==> config.mk <==
export PLATFORM = sky130hd
export DESIGN_NAME = instr_mem_arbiter
export DESIGN_NICKNAME = d
export VERILOG_FILES = /design/src/rtl/instr_mem_arbiter.sv
export SDC_FILE = /design/constraint.sdc
export NUM_CORES = 1
export LEC_CHECK = 0
export ABC_CLOCK_PERIOD_IN_PS = 5100
export CAP_MARGIN = 10
export CORE_MARGIN = 1.5
export CORE_UTILIZATION = 45
export CTS_CLUSTER_SIZE = 30
export DETAILED_ROUTE_END_ITERATION = 6
export MAX_ROUTING_LAYER = met4
export PLACE_DENSITY_LB_ADDON = 0.3
export SKIP_CTS_REPAIR_TIMING = 1
export SLEW_MARGIN = 10
export SYNTH_ARGS = -nofsm -noshare
export SYNTH_HDL_FRONTEND = slang
export SYNTH_SLANG_ARGS = --single-unit
export TNS_END_PERCENT = 10
==> constraint.sdc <==
create_clock -name CLK -period 5.1 [get_ports CLK]
set_input_delay 0.51 -clock CLK [delete_from_list [all_inputs] [get_ports CLK]]
set_output_delay 0.51 -clock CLK [all_outputs]
set_load 0.01 [all_outputs]
==> src/rtl/instr_mem_arbiter.sv <==
// instr_mem_arbiter
// Shares one single-port synchronous instruction RAM between the CoreABC
// fetch path and an APB slave. The APB slave loads or reads back instruction
// words through a byte-lane staging register. Fetches take priority; an APB
// COMMIT/READBACK is held with PREADY low until the RAM is free.
module instr_mem_arbiter #(
  parameter int AWIDTH  = 8,
  parameter int DWIDTH  = 8,
  parameter int ICWIDTH = 8,
  parameter int IWWIDTH = 58
) (
  input  logic               CLK,
  input  logic               RST,
  // CoreABC fetch path
  input  logic               START,
  input  logic [ICWIDTH-1:0] ADDRESS,
  output logic               STALL,
  output logic [IWWIDTH-1:0] INSTRUCTION,
  // APB slave
  input  logic               PSEL,
  input  logic               PENABLE,
  input  logic               PWRITE,
  input  logic [AWIDTH-1:0]  PADDR,
  input  logic [DWIDTH-1:0]  PWDATA,
  output logic [DWIDTH-1:0]  PRDATA,
  output logic               PREADY,
  output logic               PSLVERR,
  // Instruction RAM
  output logic [ICWIDTH-1:0] RAM_ADDR,
  output logic               RAM_WE,
  output logic               RAM_RE,
  output logic [IWWIDTH-1:0] RAM_WDATA,
  input  logic [IWWIDTH-1:0] RAM_RDATA
);

  localparam int NCHUNK = (IWWIDTH + DWIDTH - 1) / DWIDTH;
  localparam int SWIDTH = NCHUNK * DWIDTH;

  typedef enum logic [2:0] {
    S_IDLE,
    S_FETCH,
    S_WR,
    S_RD_ISSUE,
    S_RD_CAP
  } state_t;

  state_t               r_state;
  state_t               w_state_nxt;
  logic [IWWIDTH-1:0]   r_staging;
  logic [IWWIDTH-1:0]   r_instr;
  logic [ICWIDTH-1:0]   r_addr;
  logic [ICWIDTH-1:0]   r_pend_addr;
  logic                 r_pend_fetch;

  logic                 w_acc;
  logic                 w_ctrl_sel;
  logic                 w_addr_sel;
  logic                 w_err_sel;
  logic                 w_chunk_sel;
  logic                 w_commit;
  logic                 w_readback;
  logic                 w_rd_busy;
  logic                 w_stage_we;
  logic                 w_fetch_go;
  logic [ICWIDTH-1:0]   w_fetch_addr;
  logic [SWIDTH-1:0]    w_stage_ext;
  logic [SWIDTH-1:0]    w_stage_wr;
  logic [DWIDTH-1:0]    w_chunk_rd;

  // APB address decode; only the access phase carries side effects
  assign w_acc       = PSEL & PENABLE;
  assign w_ctrl_sel  = (PADDR == AWIDTH'(0));
  assign w_addr_sel  = (PADDR == AWIDTH'(1));
  assign w_err_sel   = (PADDR >= AWIDTH'(2 + NCHUNK));
  assign w_chunk_sel = ~w_ctrl_sel & ~w_addr_sel & ~w_err_sel;

  // COMMIT wins when both command bits are set
  assign w_commit    = w_acc & PWRITE & w_ctrl_sel & PWDATA[0];
  assign w_readback  = w_acc & PWRITE & w_ctrl_sel & PWDATA[1] & ~PWDATA[0];

  // Readback owns the staging register until the captured word lands
  assign w_rd_busy   = (r_state == S_RD_ISSUE) | (r_state == S_RD_CAP);
  assign w_stage_we  = w_acc & PWRITE & w_chunk_sel & ~w_rd_busy;

  // A queued fetch is served before a fresh START on return to IDLE
  assign w_fetch_go   = (r_state == S_IDLE) & (r_pend_fetch | START);
  assign w_fetch_addr = r_pend_fetch ? r_pend_addr : ADDRESS;

  // Pad bits above IWWIDTH are zero, so the top chunk reads back truncated
  assign w_stage_ext = SWIDTH'(r_staging);
  assign RAM_WDATA   = r_staging;
  assign INSTRUCTION = r_instr;

  // Chunk read mux and chunk write merge into the padded staging word
  always_comb begin
    w_chunk_rd = '0;
    w_stage_wr = w_stage_ext;
    for (int k = 0; k < NCHUNK; k++) begin
      if (PADDR == AWIDTH'(k + 2)) begin
        w_chunk_rd                       = w_stage_ext[k*DWIDTH +: DWIDTH];
        w_stage_wr[k*DWIDTH +: DWIDTH]   = PWDATA;
      end
    end
  end

  // FSM state register
  always_ff @(posedge CLK or posedge RST) begin
    if (RST) r_state <= S_IDLE;
    else     r_state <= w_state_nxt;
  end

  // Next state, RAM strobes, fetch stall and APB handshake
  always_comb begin
    w_state_nxt = r_state;
    RAM_RE      = 1'b0;
    RAM_WE      = 1'b0;
    RAM_ADDR    = r_addr;
    STALL       = r_pend_fetch | (START & (r_state != S_IDLE));
    PREADY      = 1'b1;
    PSLVERR     = 1'b0;
    PRDATA      = '0;

    case (r_state)
      S_IDLE: begin
        if (w_fetch_go) begin
          RAM_RE      = 1'b1;
          RAM_ADDR    = w_fetch_addr;
          STALL       = 1'b1;
          w_state_nxt = S_FETCH;
        end else if (w_commit) begin
          w_state_nxt = S_WR;
        end else if (w_readback) begin
          w_state_nxt = S_RD_ISSUE;
        end
      end
      S_FETCH: begin
        STALL = 1'b1;
        // A command held off by this fetch goes straight to the RAM
        if (START | r_pend_fetch) w_state_nxt = S_IDLE;
        else if (w_commit)        w_state_nxt = S_WR;
        else if (w_readback)      w_state_nxt = S_RD_ISSUE;
        else                      w_state_nxt = S_IDLE;
      end
      S_WR: begin
        RAM_WE      = 1'b1;
        w_state_nxt = S_IDLE;
      end
      S_RD_ISSUE: begin
        RAM_RE      = 1'b1;
        w_state_nxt = S_RD_CAP;
      end
      S_RD_CAP: begin
        w_state_nxt = S_IDLE;
      end
      default: begin
        w_state_nxt = S_IDLE;
      end
    endcase

    if (w_acc) begin
      if (w_err_sel) begin
        PSLVERR = 1'b1;
      end else if (w_commit | w_readback) begin
        PREADY = (r_state == S_WR) | (r_state == S_RD_CAP);
      end else if (w_stage_we == 1'b0 && PWRITE && w_chunk_sel) begin
        PREADY = 1'b0;
      end
    end

    if (PSEL & ~PWRITE) begin
      if (w_ctrl_sel)       PRDATA = DWIDTH'(r_state != S_IDLE);
      else if (w_addr_sel)  PRDATA = DWIDTH'(r_addr);
      else if (w_chunk_sel) PRDATA = w_chunk_rd;
    end
  end

  // Fetch result capture, one cycle after the RAM read strobe
  always_ff @(posedge CLK or posedge RST) begin
    if (RST)                     r_instr <= '0;
    else if (r_state == S_FETCH) r_instr <= RAM_RDATA;
  end

  // Staging word: readback capture has priority over APB chunk writes
  always_ff @(posedge CLK or posedge RST) begin
    if (RST)                      r_staging <= '0;
    else if (r_state == S_RD_CAP) r_staging <= RAM_RDATA;
    else if (w_stage_we)          r_staging <= w_stage_wr[IWWIDTH-1:0];
  end

  // APB-loaded RAM address register
  always_ff @(posedge CLK or posedge RST) begin
    if (RST)                           r_addr <= '0;
    else if (w_acc & PWRITE & w_addr_sel) r_addr <= PWDATA[ICWIDTH-1:0];
  end

  // Fetch arriving while the RAM is busy is queued with its address
  always_ff @(posedge CLK or posedge RST) begin
    if (RST) begin
      r_pend_fetch <= 1'b0;
      r_pend_addr  <= '0;
    end else if (START & (r_state != S_IDLE)) begin
      r_pend_fetch <= 1'b1;
      r_pend_addr  <= ADDRESS;
    end else if (w_fetch_go) begin
      r_pend_fetch <= 1'b0;
    end
  end

endmodule
After elaboration in Yosys (flattened, before gate mapping)
Cells that the tools add are included.
{ "totals": {"input_bits": 88, "output_inout_bits": 137, "reg_bits": 136, "elab_cells": 122} }
{ "classes": {"n_lt_le_gt_ge": 1, "bitwise_logic": 26, "n_reduce_logical": 23, "n_eq_ne": 14, "n_mux": 45} }
{ "ops": {"columns": ["cell", "n"], "rows": [
  ["$mux 8", 22],
  ["$mux 58", 2],
  ["$eq 8x3->1 const B", 4],
  ["$reduce_bool 2->1", 10],
  ["$eq 8x2->1 const B", 2],
  ["$eq 8x4->1 const B", 2],
  ["$reduce_and 2->1", 8],
  ["$and 1x1->1", 14],
  ["$mux 1", 11],
  ["$mux 3", 3],
  ["$pmux 3 s3", 1],
  ["$eq 8x1->1 const B", 1],
  ["$ge 8x4->1 const B", 1],
  ["$logic_not 8->1", 1],
  ["$mux 2", 4],
  ["$not 1->1", 7],
  ["$eq 3x2->1 const B", 2],
  ["$or 1x1->1", 5],
  ["$ne 4x4->1 const B", 1],
  ["$pmux 1 s2", 2],
  ["$eq 3x1->1 const B", 1],
  ["$eq 3x3->1 const B", 1],
  ["$logic_not 3->1", 1],
  ["$reduce_bool 3->1", 1],
  ["$logic_and 1x1->1", 2]
]} }

Logic depth before layout (Yosys ltp)
{ "depth": {"depth_word": 13, "depth_mapped": 7, "depth_no_buf": 4} }

Worst setup path after synthesis
OpenSTA, ideal clock, no wires.
{ "synth_timing": {"kind": "input-to-output", "start": "input PADDR[5]", "end": "output PRDATA[7]", "path_stages": 6, "required_ps": 4590, "n_path_buf": 2, "t_arrival_ps": 1960, "path_slack_ps": 2630, "cell_sequence": "or4_1 buf_4 buf_6 nor4_2 a31oi_1 a211oi_1"} }
{ "synth_via": {"elab_chain_len": 13, "elab_cells_between_ends": 28, "cone_classes": "1 x order compare; 9 x eq/ne; 12 x mux; 5 x bitwise; 1 x reduce/logical"} }
{ "synth_lines": {"columns": ["item", "line_no", "rtl"], "rows": [
  ["start, declared", "23", "input logic [AWIDTH-1:0] PADDR,"],
  ["$eq 8x2->1", "99", "if (PADDR == AWIDTH'(k + 2)) begin"],
  ["$mux 8 (8 in series)", "99", null],
  ["$mux 8", "173", "else if (w_chunk_sel) PRDATA = w_chunk_rd;"],
  ["$mux 8", "172", "else if (w_addr_sel) PRDATA = DWIDTH'(r_addr);"],
  ["$mux 8 *", "171", "if (w_ctrl_sel) PRDATA = DWIDTH'(r_state != S_IDLE);"],
  ["$mux 8 *", "170", "if (PSEL & ~PWRITE) begin"],
  ["end, declared", "25", "output logic [DWIDTH-1:0] PRDATA,"]
]} }
Mark *: on every way between the ends. The rest lies on a longest branch, timed or not.

Final worst setup path
Ends and elaborated chain as after synthesis.

==> impl_results.md <==
* Remaining routing DRC violations at 0
* R2r setup slk at 2730 ps
* CP Launch Type: primary input
* Min Hold Slack at 503.1 ps
* Min cycle time layout at 4057 ps
* Worst slew pin tran at 1067 ps
* Synth Net Count at 781
* Setup-failing EPs final at 0
* Root Driver: clkbuf_16
* Clk_lat worst skew at 440 ps
* Synth Instances at 693
* TNS Setup at 0 ps
* Design area at 10080 sq um
* Clock sinks at 136
* Per-cell routed wire length at 23.09 microns
* Die boundary height at 128.3 microns
* Initial drt markers at 639
* Final Max Tran Viols at 0
* TritonCTS clock tree: done
* Global-route wire length before repair at 39330 microns
* Worst hold start: INSTRUCTION[1]$_DFFE_PP0N_
* Total GRT Usage at 32.86%
* Post-Syn Area at 7066 sq um
* Num CTS Buffers at 17
* Worst EP arrival at 3550 ps
* Avg Cell Area, Syn at 10.20 sq um
* CP max FO at 15
* Fmax at 246.5 MHz
* Remaining antenna violation count after routing at 0
* Die area at 16460 sq um
* Total Power at 0.003626 W
* Vias in the first global route at 6773
* IO Port Bufs at 224
* Initial antenna violation count at 1
* Status: completed
* Core Area at 15260 sq um
* Synth cell types at 50
* Leakage power at 3.904 nW
* Vias per Instance at 6.054
* Grt ovf at 0
* YS warnings at 0
* Fin crit share at 79.55%
* Hold Path Depth at 1
* Die X at 128.3 microns
* Vias at 6738
* # rows at 45
* Share of layout cells above drive strength 1 at 15.65%
* Clock transition at path regs at 60 ps
* P per Cell Area at 359.8 nW/um^2
* RSZ-0062 raised after global routing: false
* Placed cell areas at 9425 sq um
* HP Class: reg2reg
* HPWL Detailed at 18080 microns
* Area Overhead vs Synth at 42.64%
* Maximum vdd drop at 0.2256 mV
* FILL cells at 1219
* Clock Path Buffers at 2
* Final Hold Vio Count at 0
* Number of max-cap violations at 0
* CP required at 4590 ps
* Skew final at 16.30 ps
* Async S/R FF share, synth at 100.0%
* Largest net degree at the start of global routing at 114
* Hold Path End: INSTRUCTION[1]$_DFFE_PP0N_
* I/O pins at 225
* Synth Register Bits at 136
* GPL Wtd Cong at 0.8843
* CTS H-tree depth at 4
* WS Path Type: in2out
* Critical Path Sink Type: output port
* Initial cell density of the core at 46.31%
* Net count, final at 976
* WL final at 25700 microns
* Reg-to-reg endpoint: RAM_WDATA[8]$_DFFE_PP0P_
* Post-synth EDFFs at 0
* Worst slew margin at 28.87%
* Drt first pass iters at 6
* R2R Path Start: r_state[2]$_DFFE_PP0P_
* Post-synthesis sequential area ratio at 48.17%
* Worst reg2reg path depth at 6
* Top FF cell, synth: dfrtp_1
[metal layers]
layer  vias to the layer above  global-route usage, %  wire length [microns]
li1                       2988                      -                      -
met1                      3330                  42.14                  10640
met2                       371                  52.66                  12420
met3                        49                  6.260                   1942
met4                         0                  10.84                    701
met5                         -                      -                      0
[worst max-delay path, cell delays in order]
cell	delay, ps
clkdlybuf4s50_1	450
or4_1	910
nor3_2	410
a31oi_1	180
a211oi_1	450
clkdlybuf4s50_1	620
[registers in the layout (all words and copies together) (netlist names)]
register	flops
INSTRUCTION	58
RAM_WDATA	58
r_addr	8
r_pend_addr	8
r_state	3
r_pend_fetch	1
[stage by stage]
step	utilization (%)	setup slack (ps)	cells
floorplan	-	950.5	693
global placement	61.77	1115	1080
detailed placement	61.77	1061	1080
CTS	66.04	1044	1112
global route	66.05	881.0	1113
finish	66.05	1043	1113
[cells by family after synthesis]
kind of cell,Yosys count,synth area share [%]
compound gates,197,17.53
buf+inv,68,4.338
flops,136,48.17
mux,99,15.37
simple gates,193,14.59
[worst max-delay path by stage]
stage | depth (start not counted) | end | startpoint | slack (ps)
2_1_floorplan | 1 | INSTRUCTION[0]$_DFFE_PP0N_ | RST | 950
3_3_place_gp | 6 | PRDATA[7] | PADDR[5] | 1110
3_5_place_dp | 6 | PRDATA[7] | PADDR[5] | 1060
4_1_cts | 6 | PRDATA[7] | PADDR[5] | 1040
5_1_grt | 6 | PRDATA[7] | PADDR[5] | 880
6_report | 6 | PRDATA[7] | PADDR[5] | 1040
[power breakdown]
part / leakage (nW) / internal (W) / total, W / switching (W)
clock network: 0.313 / 0.000871 / 0.00135 / 0.000476
logic: 1.92 / 0.000533 / 0.000917 / 0.000384
registers: 1.67 / 0.00125 / 0.00136 / 0.000108
total: 3.90 / 0.00266 / 0.00363 / 0.000968
[cell usage after synthesis, types with 2 or more instances]
cell type	instances	area share [%]
nor2_1	61	3.2
buf_4	2	0.21
and2_1	3	0.27
buf_6	3	0.48
a2bb2oi_1	6	0.74
nand2_1	34	1.8
nor4b_2	2	0.43
a21oi_1	32	2.3
mux2i_1	23	3.3
nand3_1	19	1.3
buf_1	4	0.21
o221ai_1	2	0.25
nor3_2	2	0.28
inv_1	5	0.27
and3_1	2	0.18
nor3b_1	4	0.43
a31oi_1	44	3.9
nand4_1	32	2.8
nand4b_1	2	0.25
o211ai_1	38	4.0
nor4_2	3	0.53
nand3_2	2	0.28
clkbuf_1	37	2.0
buf_2	17	1.2
a21o_1	5	0.53
nor3_1	2	0.14
o21ai_0	50	3.5
or3_1	2	0.18
a211oi_1	13	1.4
nand2b_1	7	0.62
nor2b_1	5	0.44
dfrtp_1	136	48
mux2_2	76	12
nor4_1	2	0.18
[area by class of cell]
| class | count | area, sq um | share of cell area, % |
|---|---|---|---|
| diodes | 1 | 2.502 | 0.02483 |
| clock inverters | 10 | 166.4 | 1.651 |
| flip-flops and latches | 136 | 3403 | 33.77 |
| clock buffers | 22 | 484.2 | 4.804 |
| multi-input cells | 489 | 3379 | 33.53 |
| inverters | 5 | 23.77 | 0.2359 |
| repair buffers | 239 | 2355 | 23.36 |
| well taps | 211 | 264.0 | 2.619 |
[cells in the final DEF, fill, tap and decap left out, types with 3 or more instances in the layout]
master	count
dfrtp_1	136
o211ai_1	38
mux2_2	76
a21oi_1	32
nor3b_1	3
a211oi_1	13
nand4_1	32
a21o_1	5
a2bb2oi_1	6
clkbuf_16	17
inv_1	4
buf_4	15
mux2i_1	23
bufinv_16	4
nand2b_1	7
nor2_1	61
clkinv_4	3
nand2_1	33
a31oi_1	44
clkbuf_8	4
clkdlybuf4s50_1	224
nand3_1	19
o21ai_0	50
nor2b_1	5
Note: power is estimated with default switching activity, not from simulation.
